<file path="src/rtl/instr_fetch_unit.sv">
// instr_fetch_unit: prefetching instruction fetch with redirect flush and halt-word drain
module instr_fetch_unit #(
  parameter int          DEPTH     = 4,
  parameter logic [31:0] RESET_PC  = 32'h0000_0000,
  parameter logic [31:0] HALT_WORD = 32'hFFFF_FFFF
) (
  input  logic        clk,
  input  logic        reset,
  input  logic        pc_en,
  input  logic        redirect,
  input  logic [31:0] redirect_pc,
  output logic        imem_req,
  output logic [31:0] imem_addr,
  input  logic [31:0] imem_rdata,
  output logic [31:0] inst,
  output logic [31:0] inst_pc,
  output logic        inst_valid,
  input  logic        inst_ready,
  output logic        instr_ovr
);
  localparam int AW = $clog2(DEPTH);
  localparam int CW = AW + 1;
  localparam logic [CW-1:0] FULL = CW'(DEPTH);
  typedef enum logic [1:0] {IDLE, FETCH, DRAIN, HALT} state_t;
  state_t state_q, state_d;
  logic [31:0] fetch_pc_q, fetch_pc_d, fl_pc_q, fl_pc_d;
  logic [31:0] hold_inst_q, hold_inst_d, hold_pc_q, hold_pc_d;
  logic fl_q, fl_d;
  logic [AW-1:0] head_q, head_d, tail_q, tail_d;
  logic [CW-1:0] count_q, count_d;
  logic [31:0] mem_inst_q [DEPTH];
  logic [31:0] mem_inst_d [DEPTH];
  logic [31:0] mem_pc_q [DEPTH];
  logic [31:0] mem_pc_d [DEPTH];
  logic active, redir, capture, pop;
  always_comb begin
    active = state_q == IDLE || state_q == FETCH;
    redir = redirect && state_q != HALT;
    capture = fl_q && active && !redir;
    inst_valid = count_q != '0 && state_q != HALT;
    pop = inst_valid && inst_ready;
    inst = inst_valid ? mem_inst_q[head_q] : hold_inst_q;
    inst_pc = inst_valid ? mem_pc_q[head_q] : hold_pc_q;
    imem_req = !reset && active && pc_en && !redir && (count_q + CW'(fl_q) < FULL);
    imem_addr = fetch_pc_q;
    instr_ovr = state_q == HALT;
    hold_inst_d = inst;
    hold_pc_d = inst_pc;
    fl_d = imem_req;
    fl_pc_d = fetch_pc_q;
    mem_inst_d = mem_inst_q;
    mem_pc_d = mem_pc_q;
    if (capture) begin
      mem_inst_d[tail_q] = imem_rdata;
      mem_pc_d[tail_q] = fl_pc_q;
    end
    head_d = redir ? '0 : head_q + AW'(pop);
    tail_d = redir ? '0 : tail_q + AW'(capture);
    count_d = redir ? '0 : count_q + CW'(capture) - CW'(pop);
    fetch_pc_d = redir ? {redirect_pc[31:2], 2'b00} : imem_req ? fetch_pc_q + 32'd4 : fetch_pc_q;
    state_d = state_q;
    if (redir)
      state_d = pc_en ? FETCH : IDLE;
    else if (active)
      state_d = (capture && imem_rdata == HALT_WORD) ? DRAIN : pc_en ? FETCH : IDLE;
    else if (state_q == DRAIN && pop && count_q == CW'(1))
      state_d = HALT;
  end
  always_ff @(posedge clk) begin
    if (reset) begin
      state_q <= IDLE;
      fetch_pc_q <= RESET_PC;
      fl_q <= 1'b0;
      fl_pc_q <= '0;
      hold_inst_q <= '0;
      hold_pc_q <= '0;
      head_q <= '0;
      tail_q <= '0;
      count_q <= '0;
      mem_inst_q <= '{default: '0};
      mem_pc_q <= '{default: '0};
    end else begin
      state_q <= state_d;
      fetch_pc_q <= fetch_pc_d;
      fl_q <= fl_d;
      fl_pc_q <= fl_pc_d;
      hold_inst_q <= hold_inst_d;
      hold_pc_q <= hold_pc_d;
      head_q <= head_d;
      tail_q <= tail_d;
      count_q <= count_d;
      mem_inst_q <= mem_inst_d;
      mem_pc_q <= mem_pc_d;
    end
  end
endmodule

</file>
<file path="config.mk">
export PLATFORM = sky130hd
export DESIGN_NAME = instr_fetch_unit
export DESIGN_NICKNAME = d
export VERILOG_FILES = /design/src/rtl/instr_fetch_unit.sv
export SDC_FILE = /design/constraint.sdc
export NUM_CORES = 1
export LEC_CHECK = 0
export ABC_AREA = 1
export BUFFER_PORTS_ARGS = -buffer_cell sky130_fd_sc_hd__buf_2
export CAP_MARGIN = 30
export CORE_MARGIN = 1.5
export CORE_UTILIZATION = 40
export CTS_BUF_LIST = sky130_fd_sc_hd__clkbuf_16
export CTS_CLUSTER_DIAMETER = 150
export DETAILED_ROUTE_END_ITERATION = 8
export PLACE_DENSITY = 0.63
export REMOVE_ABC_BUFFERS = 1
export SYNTH_ARGS = -nofsm -noshare
export SYNTH_HDL_FRONTEND = slang
export SYNTH_SLANG_ARGS = --single-unit
</file>
<file path="constraint.sdc">
create_clock -name clk -period 2.2 [get_ports clk]
set_clock_uncertainty 0.1 [all_clocks]
set_input_delay 0 -clock clk [delete_from_list [all_inputs] [get_ports clk]]
set_output_delay 0 -clock clk [all_outputs]
set_load 0.01 [all_outputs]
</file>
==> impl_metrics.tcl <==
set metrics [dict create \
    cts_buffers 42 \
    seq_area_frac_synth 0.475 \
    io_buffers 163 \
    antenna_left 0 \
    grt_pass1_vias 14815 \
    ir_drop_mv 0.473 \
    drive_above_1_share 0.129 \
    die_w_um 204 \
    grt_pass1_wl_um 80400 \
    fillCellCount 3910 \
    worstHoldStart "imem_rdata[4]" \
    synth-edff-count 0 \
    rows 73 \
    cts_tree "built" \
    fp.dieH_um 204 \
    multiInputGateArea_um2 7590 \
    core-area_um2 39700 \
    synthDistinctLibCells 29 \
    cts-root-buf "clkbuf_16" \
    fin_nets 2610 \
    grt_max_degree 97 \
    powerDensity_nw_per_um2 761 \
    pin_count 168 \
    clk_latency_ns 0.57 \
    wire_per_inst_um 17.1 \
    finalPower_w 0.0152 \
    min_path_type "input pin to flop" \
    antenna_cells 0 \
    final-hold-violation-count 0 \
    maxSlewHeadroom 0.573 \
    htree_levels 2 \
    clockBufferDepth 3 \
    ys.warnings.count 0 \
    routabilityCongestion 0.850 \
    grt_setup_unrepaired "true" \
    status "finished clean" \
    seq_area_um2 7660 \
    grt_util_all_layers 0.243 \
    cts_num_sinks 382 \
    syn_area_um2 16100 \
    grt-ovfl-total 0 \
    first_pass_iters 5 \
    leakagePower_nw 8.95 \
    reg2reg_to "count_q[2]$_SDFF_PP0_" \
    startpoint_type "flop" \
    initial_core_util 0.405 \
    worst_ep_arrival_time_ns 2.06 \
    placed_cells 2929 \
    slew_viol_final 0 \
    synthArstFlopShare 0 \
    maxCapViolCount 0 \
    route.detailed.drc 0 \
    setup_tns_ns 0 \
    hold_ws_ns 0.178 \
    setup_viol 0 \
    drt_iter0_markers 1374 \
    finalCritPeriodShare 0.981 \
    die_area_um2 41500 \
    cp_data_required_time_ns 2.10 \
    routed_wl_um 53000 \
    endpoint_kind "output port" \
    critPathKind "flop to output port" \
    ys_ff_latch 382 \
    avgSynthCellArea_um2 6.85 \
    antenna_found_initial 0 \
    placed_area_um2 17400 \
    area_growth_pct 24.0 \
    min_period_ns 2.16 \
    stdcell_count 3096 \
    hold_depth 4 \
    avgViaCountPerCell 5.22 \
    critPathMaxFanout 34 \
    fin_area_um2 20000 \
    r2r_slack_ns 0.11 \
    r2r_start "count_q[1]$_SDFF_PP0_" \
    tightest_slew_ns 0.640 \
    dp_hpwl_um 30000 \
    worstHoldEndpoint "mem_inst_q[68]$_SDFFE_PP0P_" \
    vias 16150 \
    synthCells 2351 \
    reg2reg_depth 13 \
    ys.flop_type "dfxtp_1" \
    path_clk_slew_ns 0.06 \
    max_freq_ghz 0.463 \
]
-- critical path, stage by stage, from the launching register on --
cell	delay, ns
dfxtp_4	0.46
buf_12	0.14
clkbuf_16	0.23
nor2_1	0.08
o22ai_2	0.23
nand2_1	0.15
nand2_1	0.08
buf_2	0.12
-- state kept, by name, indices dropped and copies added (netlist names) --
name and count:
hold_inst_q 32, tail_q 2, mem_pc_q 120, hold_pc_q 32
head_q 2, state_q 2, mem_inst_q 128, imem_addr 30
fl_pc_q 30, count_q 3, fl_q 1
-- stage by stage --
step | util | worst slack, ns
after floorplan | - | -1.91
after global placement | 0.438 | 0.179
after detailed placement | 0.438 | 0.201
after CTS | 0.493 | 0.0114
after global routing | 0.502 | -0.0418
final | 0.502 | 0.0423
-- where the power goes --
part	switching [W]	total (W)	internal, W
combinational	0.000729	0.00121	0.000480
clock	0.00292	0.00682	0.00390
sequential	0.000126	0.00717	0.00705
total	0.00377	0.0152	0.0114
-- synth_stat cells, types with 2 or more instances --
master | n | share of area
nor2_4 | 4 | 0.0028
buf_2 | 64 | 0.020
nor2_2 | 2 | 0.00078
nand3_2 | 4 | 0.0025
buf_1 | 4 | 0.00093
nor3_1 | 4 | 0.0012
a21oi_1 | 71 | 0.022
nand3_1 | 43 | 0.013
or2_2 | 2 | 0.00078
inv_2 | 14 | 0.0033
nand4_1 | 5 | 0.0019
o22ai_1 | 62 | 0.024
o21ai_0 | 397 | 0.12
inv_1 | 49 | 0.011
clkbuf_1 | 74 | 0.017
dfxtp_1 | 382 | 0.47
nand2_1 | 379 | 0.088
xor2_1 | 2 | 0.0011
ha_1 | 2 | 0.0016
buf_4 | 11 | 0.0051
nor2_1 | 768 | 0.18
-- timing repair --
action                     CTS  global route
setup endpoints to repair   62            64
setup buffers                3             7
gates resized for setup     18            23
pin swaps                    1             3
hold buffers                67             0
gates cloned                 3            10
hold endpoints to repair   278             0
-- layout by cell type, fill, tap and decap left out, types with 4 or more instances in the layout --
cell           instances
clkinv_1               7
a21oi_1               71
o22ai_1               52
dfxtp_1              379
o21ai_0              394
inv_2                 12
buf_16                 5
clkbuf_16             51
o22ai_2               10
buf_4                 32
clkinvlp_4             4
inv_1                 61
nand4_1                5
buf_2                162
nand2_1              377
nor2_1               767
nor2_4                 4
nor3_1                 4
nand3_1               43
dlygate4sd3_1         67
inv_6                  4
clkinv_2               6
buf_12                15
nand3_2                4
-- logic make-up (layout without fill, tap and decap cells) --
kind of cell | count (synthesis) | count (layout) | synth area share
AO/OA/AOI/OAI | 532 | 532 | 0.171
XOR/XNOR | 2 | 2 | 0.00109
adder cells (fa/ha/maj) | 3 | 3 | 0.00280
buffers and inverters | 218 | 437 | 0.0584
flip-flops | 382 | 382 | 0.475
other | 1 | 2 | 0.000233
AND/OR/NAND/NOR | 1213 | 1213 | 0.292
-- area by class of cell --
type | count | share of cell area
flip-flops and latches | 382 | 0.383
multi-input cells | 1752 | 0.380
repair buffers | 293 | 0.123
clock buffers | 43 | 0.0539
well taps | 525 | 0.0329
inverters | 65 | 0.0139
clock inverters | 34 | 0.0120
repair inverters | 2 | 0.000877
-- worst max-delay path by stage --
stage                     startpoint                         to  slack, ns  depth (start not counted)
5_1_grt        count_q[2]$_SDFF_PP0_      count_q[2]$_SDFF_PP0_      -0.04                         13
6_report        head_q[0]$_SDFF_PP0_                inst_pc[17]       0.04                          7
4_1_cts         head_q[0]$_SDFF_PP0_                   inst[28]       0.01                          7
3_5_place_dp   count_q[2]$_SDFF_PP0_      count_q[2]$_SDFF_PP0_       0.20                         12
3_3_place_gp   count_q[2]$_SDFF_PP0_      count_q[2]$_SDFF_PP0_       0.18                         12
2_1_floorplan   head_q[0]$_SDFF_PP0_  hold_inst_q[0]$_SDFF_PP0_      -1.91                          5
-- layer usage --
layer	track usage	up-vias	part of all wire
met1	0.329	7524	0.45
met5	0	-	0
met4	0.0841	0	0.025
met3	0.0323	79	0.069
met2	0.396	579	0.46
li1	-	7968	-
Note: power is estimated with default switching activity, not from simulation.
